==> config.mk <==
export PLATFORM = sky130hd
export DESIGN_NAME = speed_report_tx
export DESIGN_NICKNAME = d
export VERILOG_FILES = /design/src/rtl/speed_report_tx.sv
export SDC_FILE = /design/constraint.sdc
export NUM_CORES = 1
export LEC_CHECK = 0
export CAP_MARGIN = 20
export CORE_MARGIN = 2
export CORE_UTILIZATION = 50
export CTS_CLUSTER_DIAMETER = 40
export CTS_CLUSTER_SIZE = 8
export DETAILED_ROUTE_END_ITERATION = 7
export GPL_TIMING_DRIVEN = 0
export PLACE_DENSITY_LB_ADDON = 0.2
export SLEW_MARGIN = 20
export SYNTH_ARGS = -nofsm -noshare
export SYNTH_HDL_FRONTEND = slang
export SYNTH_SLANG_ARGS = --single-unit
==> constraint.sdc <==
create_clock -name clk -period 4.6 [get_ports clk]
set_clock_uncertainty 0.2 [all_clocks]
set_input_delay 0.69 -clock clk [delete_from_list [all_inputs] [get_ports clk]]
set_output_delay 0.69 -clock clk [all_outputs]
set_load 0.01 [all_outputs]
==> src/rtl/speed_report_tx.sv <==
// Formats each done-captured speed as five ASCII digits + CR LF over a UART line; start bit leaves 16 cycles after done (width 14).
// No flow control: done while busy is dropped with an overrun pulse. Define SPEED_TX_PARITY_EN for an even-parity bit per frame.
module speed_report_tx #(
  parameter int SYS_FREQ    = 50000000,
  parameter int BAUD        = 9600,
  parameter int WIDTH_SPEED = 14
) (
  input  logic                   clk,
  input  logic                   reset_n,
  input  logic [WIDTH_SPEED-1:0] speed,
  input  logic                   done,
  output logic                   serial_data_out,
  output logic                   busy,
  output logic                   overrun
);

  localparam int BIT_TICKS = SYS_FREQ / BAUD;
  localparam int TW        = $clog2(BIT_TICKS + 1);
  localparam logic [TW-1:0] TICK_RELOAD = TW'(BIT_TICKS - 1);
  localparam logic [4:0]    CONV_LAST   = 5'(WIDTH_SPEED - 1);
`ifdef SPEED_TX_PARITY_EN
  localparam logic [3:0]    FRAME_BITS  = 4'd11;
`else
  localparam logic [3:0]    FRAME_BITS  = 4'd10;
`endif

  typedef enum logic [1:0] {IDLE, CONV, SEND} state_t;

  state_t                 r_state;
  state_t                 w_next;
  logic [WIDTH_SPEED-1:0] r_bin;
  logic [19:0]            r_bcd;
  logic [19:0]            w_adj;
  logic [4:0]             r_conv_cnt;
  logic [TW-1:0]          r_tick;
  logic [3:0]             r_bit;
  logic [2:0]             r_byte;
  logic [7:0]             w_data;
  logic [2:0]             w_bidx;
  logic                   w_bit_val;
  logic                   w_last;
  logic                   r_tx;
  logic                   r_busy;
  logic                   r_overrun;

  function automatic logic [19:0] dd_adjust(input logic [19:0] b);
    logic [3:0] d;
    dd_adjust = b;
    for (int i = 0; i < 5; i++) begin
      d = b[4*i +: 4];
      dd_adjust[4*i +: 4] = (d >= 4'd5) ? d + 4'd3 : d;
    end
  endfunction

  assign w_adj  = dd_adjust(r_bcd);
  assign w_bidx = 3'(r_bit - 4'd1);
  // r_bit == FRAME_BITS means the previous frame's stop bit has just completed.
  assign w_last = (r_state == SEND) && (r_tick == '0) && (r_bit == FRAME_BITS) && (r_byte == 3'd6);

  always_comb begin
    w_data = 8'h0A;
    case (r_byte)
      3'd0:    w_data = {4'h3, r_bcd[19:16]};
      3'd1:    w_data = {4'h3, r_bcd[15:12]};
      3'd2:    w_data = {4'h3, r_bcd[11:8]};
      3'd3:    w_data = {4'h3, r_bcd[7:4]};
      3'd4:    w_data = {4'h3, r_bcd[3:0]};
      3'd5:    w_data = 8'h0D;
      default: w_data = 8'h0A;
    endcase
  end

  always_comb begin
    w_bit_val = 1'b1;
    if (r_bit == 4'd0)
      w_bit_val = 1'b0;
    else if (r_bit <= 4'd8)
      w_bit_val = w_data[w_bidx];
`ifdef SPEED_TX_PARITY_EN
    else if (r_bit == 4'd9)
      w_bit_val = ^w_data;
`endif
  end

  always_comb begin
    w_next = r_state;
    case (r_state)
      IDLE:    if (done) w_next = CONV;
      CONV:    if (r_conv_cnt == CONV_LAST) w_next = SEND;
      SEND:    if (w_last) w_next = IDLE;
      default: w_next = IDLE;
    endcase
  end

  always_ff @(posedge clk) begin
    if (!reset_n) r_state <= IDLE;
    else          r_state <= w_next;
  end

  always_ff @(posedge clk) begin
    if (!reset_n) begin
      r_bin      <= '0;
      r_bcd      <= '0;
      r_conv_cnt <= '0;
      r_tick     <= '0;
      r_bit      <= '0;
      r_byte     <= '0;
      r_tx       <= 1'b1;
      r_busy     <= 1'b0;
      r_overrun  <= 1'b0;
    end else begin
      r_overrun <= done && (r_state != IDLE);
      r_busy    <= (w_next != IDLE);
      case (r_state)
        IDLE: begin
          r_tx <= 1'b1;
          if (done) begin
            r_bin      <= speed;
            r_bcd      <= '0;
            r_conv_cnt <= '0;
          end
        end
        CONV: begin
          {r_bcd, r_bin} <= {w_adj, r_bin} << 1;
          r_conv_cnt     <= r_conv_cnt + 5'd1;
          // One spare cycle before the first start bit keeps the byte mux settled.
          if (r_conv_cnt == CONV_LAST) begin
            r_tick <= TW'(1);
            r_bit  <= 4'd0;
            r_byte <= 3'd0;
          end
        end
        SEND: begin
          if (r_tick != '0) begin
            r_tick <= r_tick - TW'(1);
          end else begin
            r_tick <= TICK_RELOAD;
            if (r_bit == FRAME_BITS) begin
              if (r_byte == 3'd6) begin
                r_tx <= 1'b1;
              end else begin
                r_byte <= r_byte + 3'd1;
                r_tx   <= 1'b0;
                r_bit  <= 4'd1;
              end
            end else begin
              r_tx  <= w_bit_val;
              r_bit <= r_bit + 4'd1;
            end
          end
        end
        default: r_tx <= 1'b1;
      endcase
    end
  end

  assign serial_data_out = r_tx;
  assign busy            = r_busy;
  assign overrun         = r_overrun;

endmodule
== Word-level counts from Yosys, hierarchy flattened ==
Cells that the tools add are included.

* Register bits: 64
* Input bits: 17
* Output and inout bits: 3
* Logic and storage cells: 99

* Add/subtract/negate cells: 10
* $lt $le $gt $ge: 7
* Eq/ne operators: 16
* Mux-type cells: 37
* Bitwise logic cells: 1
* Reductions and logical operators: 18

{| class="wikitable"
|+ Operators with widths
! operator !! count
|-
| case mux 20 bit (2 select lines) || 1
|-
| case mux 6 bit (6 select lines) || 1
|-
| 2-to-1 mux 4 bit || 8
|-
| case mux 14 bit (2 select lines) || 1
|-
| 2-to-1 mux 13 bit || 2
|-
| case mux 13 bit (2 select lines) || 1
|-
| >= comparator 4 x 3 -> 1 bit (second input constant) || 5
|-
| 2-to-1 mux 20 bit || 1
|-
| adder 4 x 2 -> 4 bit (second input constant) || 4
|-
| 2-to-1 mux 3 bit || 5
|-
| 2-to-1 mux 14 bit || 1
|-
| logical NOT 13 bit || 1
|-
| nonzero test 13 bit || 1
|-
| subtractor 13 x 1 -> 13 bit (second input constant) || 1
|-
| case mux 5 bit (2 select lines) || 1
|-
| == test 3 bit (second input constant) || 3
|-
| inequality test 2 bit (second input constant) || 4
|-
| case mux 4 bit (2 select lines) || 1
|-
| nonzero test 2 bit || 4
|-
| == test 3 x 2 -> 1 bit (second input constant) || 2
|-
| 2-to-1 mux 1 bit || 6
|-
| 2-to-1 mux 2 bit || 3
|-
| case mux 2 bit (3 select lines) || 1
|-
| case mux 3 bit (2 select lines) || 1
|-
| other kinds (25) || 30
|}

== Depth between registers and ports, before layout ==
* Depth after elaboration: 9
* Gate-level depth with buffers: 9
* Gate-level depth less buffers: 7

== Least setup slack after synthesis ==
Ideal clock, no wire load.

* Kind: register -> register
* Start: register r_tick[0]
* End: register r_bit[2]
* Library setup time: 0.131 ns
* Arrival: 2.244 ns
* Data required time: 4.269 ns
* Slack: 2.025 ns
* Cell stages (with the launch flop): 9
* Buffers on the path: 1
* Clock period less this slack: 2.575 ns
* Cells stage by stage: dfxtp_1 -> inv_1 -> ha_1 -> or4b_2 -> or4_4 -> buf_6 -> a311o_1 -> o211ai_2 -> o31ai_1

* Word-level cells in the longest chain between the ends: 3

{| class="wikitable"
|+ Ends and longest elaborated chain
! item !! RTL line !! RTL
|-
| from (decl) || 35 || <nowiki>logic [TW-1:0] r_tick;</nowiki>
|-
| from (signal assigned) || 135 || <nowiki>r_tick <= r_tick - TW'(1);</nowiki>
|-
| nonzero test 13 bit || 134 || <nowiki>if (r_tick != '0) begin</nowiki>
|-
| inequality test 2 bit (no line) || -- ||
|-
| AND reduction 4 bit (no line) || -- ||
|-
| to (signal assigned) || 148 || <nowiki>r_bit <= r_bit + 4'd1;</nowiki>
|-
| to (decl) || 36 || <nowiki>logic [3:0] r_bit;</nowiki>
|}

No other way between the ends.
A chain may end at the register's enable or synchronous reset.

== Worst setup path in the final report ==
* Start: register r_state[1]
* End: register r_bin[0]

* Word-level cells in the longest chain between the ends: 3
* Elaborated cells on any way between the ends: 6
* Those cells by class: eq/ne (2); mux (1); reduce/logical (3)

{| class="wikitable"
|+ Ends and longest elaborated chain
! item !! RTL line !! RTL
|-
| from (decl) || 29 || <nowiki>state_t r_state;</nowiki>
|-
| from (signal assigned) || 97 || <nowiki>else r_state <= w_next;</nowiki>
|-
| == test 2 x 1 -> 1 bit / logical NOT 2 bit (equally long branches) || 114 || <nowiki>case (r_state)</nowiki>
|-
| nonzero test 2 bit (no line) / inequality test 2 bit (equally long branches) || -- ||
|-
| AND reduction 2 bit (no line) || -- ||
|-
| to (signal assigned) || 118 || <nowiki>r_bin <= speed;</nowiki>
|-
| to (signal assigned) || 124 || <nowiki>{r_bcd, r_bin} <= {w_adj, r_bin} << 1;</nowiki>
|-
| to (decl) || 31 || <nowiki>logic [WIDTH_SPEED-1:0] r_bin;</nowiki>
|}

Parallel ways exist; a longest one is shown, timed or not.

==> impl_metrics.toml <==
[place]
place_inst = 555
io_buffers = 19
gp_congestion = 0.839
hpwl_um = 6020

[clock_tree]
cts_buffers = 9
post_cts_buffers = 0
path_clk_slew_ns = 0.07
cts-hold-fix-buffers = 0
clk_path_buf_depth = 2
cts-root-buf = "clkbuf_8"
tritoncts = "done"
cts_htree_levels = 3
cts_sinks = 64
ctsResizeCount = 0
insertion_delay_ns = 0.34

[grt]
grtUsageTotal = 0.222
grt_start_max_net_pins = 13
antenna_found_initial = 0
grt_pass1_vias = 3038
grt_overflow = 0
grt_pass1_wl_um = 13800

[timing]
max-slew-margin-rel = 0.449
hold_viol = 0
worstMarginPinSlew_ns = 0.821
rsz0062_at_grt = "no"
max_freq_mhz = 344
min_period_ns = 2.91
tns_ns = 0
setup_violations = 0
finalCritPeriodShare = 0.632
slew_viol_final = 0

[logic_synthesis]
synth_seq_cells = 64
synth-edff-count = 0
yosysTopAreaCellShare = 0.353
async_reset_ff_frac = 0
syn_area_um2 = 3630
ys_top_cells_by_area = "dfxtp_1 35%, ha_1 9.3%, nor2_1 6.1%"
syn-instance-count = 437
synth.largest_area_cell = "dfxtp_1"
yosysWarnings = 0
syn_nets = 481
synth.lib_cells_used.distinct = 52
synth.yosys.seq_area_share = 0.353
syn-mean-instance-area_um2 = 8.30
ys.flop_type = "dfxtp_1"

[power]
p_comb_frac = 0.107
p_clk_frac = 0.411
p_seq_frac = 0.482
p_int_mw = 0.888
p_total_mw = 1.21
total_leakage_power_nw = 1.50
peakVddDrop_v = 0.000199
powerDensity_nw_per_um2 = 291
p_switching_mw = 0.318
p_sw_frac = 0.264

[route]
drt_iter0_drc = 139
vias = 3318
totalWireLength_um = 8470
viasPerCell = 5.81
wl_per_cell_um = 14.8
drc_errors = 0
first_pass_iters = 5
ant_nets = 0

[die]
die-area_um2 = 7950
ios = 20
die_w_um = 89.2
start_util = 0.508
fp-row-count = 31
coreArea_um2 = 7140
fp.dieH_um = 89.2

[finish]
num_antenna_cells = 0
syn_to_final_growth_pct = 14.3
drive_gt1_frac = 0.0572
fillCellCount = 675
finalNetCount = 511
layoutNonFillerInstCount = 571

[setup_path]
critPathKind = "flop to flop"
worst_setup_path_start_kind = "flop"
worstPathMaxFanout = 10
worstPathRequired_ns = 4.66
endpoint_kind = "flop"
cp.arrival_ns = 2.97

[hold_path]
hold_class = "flop to flop"

[outcome]
outcome = "complete, no violations"

[job]
cap_violations = 0
-- Yosys cell counts, drive strengths merged (2+ instances only) --
master   instances
dfxtp           64
nor2            59
a21oi           33
inv             29
ha              27
nand2           25
o21ai           21
clkbuf          20
a211oi          15
mux2i           15
a22oi           13
xor2            12
nand3           11
nor3            11
nand2b           8
o31ai            8
xnor2            6
a32oi            5
a2bb2oi          4
mux2             4
nor4             4
o22ai            4
a221oi           3
a31oi            3
buf              3
nand4            3
nor2b            3
o32ai            3
a211o            2
or3              2
or4              2
-- layout by cell type, fill, tap and decap left out, types with 11 or more instances in the layout --
cell type,count
nand3_1,11
nor2_1,59
xor2_1,12
dfxtp_1,64
a21oi_1,33
o21ai_0,18
nor3_1,11
nand2_1,25
a22oi_1,13
clkbuf_1,20
ha_1,27
inv_1,28
a211oi_1,15
mux2i_1,15
clkdlybuf4s50_1,19
-- worst paths after layout --
kind	startpoint	endpoint	slack [ns]	depth (start not counted)
worst max-delay path	r_state[1]$_SDFF_PN0_	r_bin[0]$_SDFFE_PN0P_	1.69	8
worst min-delay path	r_bin[0]$_SDFFE_PN0P_	r_bin[0]$_SDFFE_PN0P_	0.28	2
worst min register to register	r_bin[0]$_SDFFE_PN0P_	r_bin[0]$_SDFFE_PN0P_	0.28	2
worst max register to register	r_state[1]$_SDFF_PN0_	r_bin[0]$_SDFFE_PN0P_	1.69	8
-- power by group through the flow --
stage | Combinational (mW) | Clock (mW) | Sequential (mW)
6_report | 0.129 | 0.496 | 0.581
5_1_grt | 0.143 | 0.522 | 0.583
4_1_cts | 0.130 | 0.502 | 0.581
3_5_place_dp | 0.129 | 0 | 0.594
3_3_place_gp | 0.126 | 0 | 0.593
2_1_floorplan | 0.0828 | 0 | 0.592
-- cells by family (layout without fill, tap and decap cells) --
family | after synthesis | count (layout) | share of synthesized area
xor gates and xnor gates | 18 | 18 | 0.0435
muxes | 19 | 19 | 0.0538
and+or+nand+nor | 135 | 135 | 0.177
AOI/OAI and AO/OA | 122 | 122 | 0.223
adders and majority gates | 27 | 27 | 0.0931
DFF | 64 | 64 | 0.353
buffers and inverters | 52 | 87 | 0.0562
-- area by class of cell --
| cell class | instances | area (um2) | share of cell area |
|---|---|---|---|
| buffer | 23 | 95.1 | 0.0229 |
| clock buffer | 10 | 138 | 0.0332 |
| clock inverter | 6 | 67.6 | 0.0163 |
| inverter | 29 | 109 | 0.0263 |
| multi-input combinational | 321 | 2140 | 0.517 |
| sequential | 64 | 1280 | 0.309 |
| tap | 99 | 124 | 0.0299 |
| timing repair buffer | 19 | 190 | 0.0459 |
-- routing by layer --
metal | share of wire | track usage | up-vias
met2 | 0.47 | 0.368 | 111
met1 | 0.46 | 0.293 | 1561
met5 | 0 | 0 | -
li1 | - | - | 1632
met3 | 0.056 | 0.0351 | 14
met4 | 0.015 | 0.0760 | 0
-- metrics by stage --
step	util	hold slack (ns)	area [um2]	setup WS (ns)
3_3_place_gp	0.552	0.250	3940	1.78
5_1_grt	0.581	0.323	4150	1.46
6_report	0.581	0.282	4150	1.69
4_1_cts	0.581	0.284	4150	1.72
3_5_place_dp	0.552	0.268	3940	1.76
2_1_floorplan	-	0.232	3630	2.02
-- worst max-delay path, cell delays in order, from the launching register on --
cell and delay, ns:
dfxtp_1 0.39, inv_1 0.10, ha_1 0.18, clkbuf_1 0.17, clkbuf_1 0.32, o21ai_1 0.74
clkbuf_1 0.47, nand2_1 0.10, a21oi_1 0.15
-- sequential cells by signal (all words and copies together) (netlist names) --
register and cells:
r_bcd 20, r_bin 14, r_tick 13, r_conv_cnt 5, r_bit 4, r_byte 3
r_state 2, busy 1, overrun 1, serial_data_out 1
No activity file was read; power rests on OpenSTA's default activity.
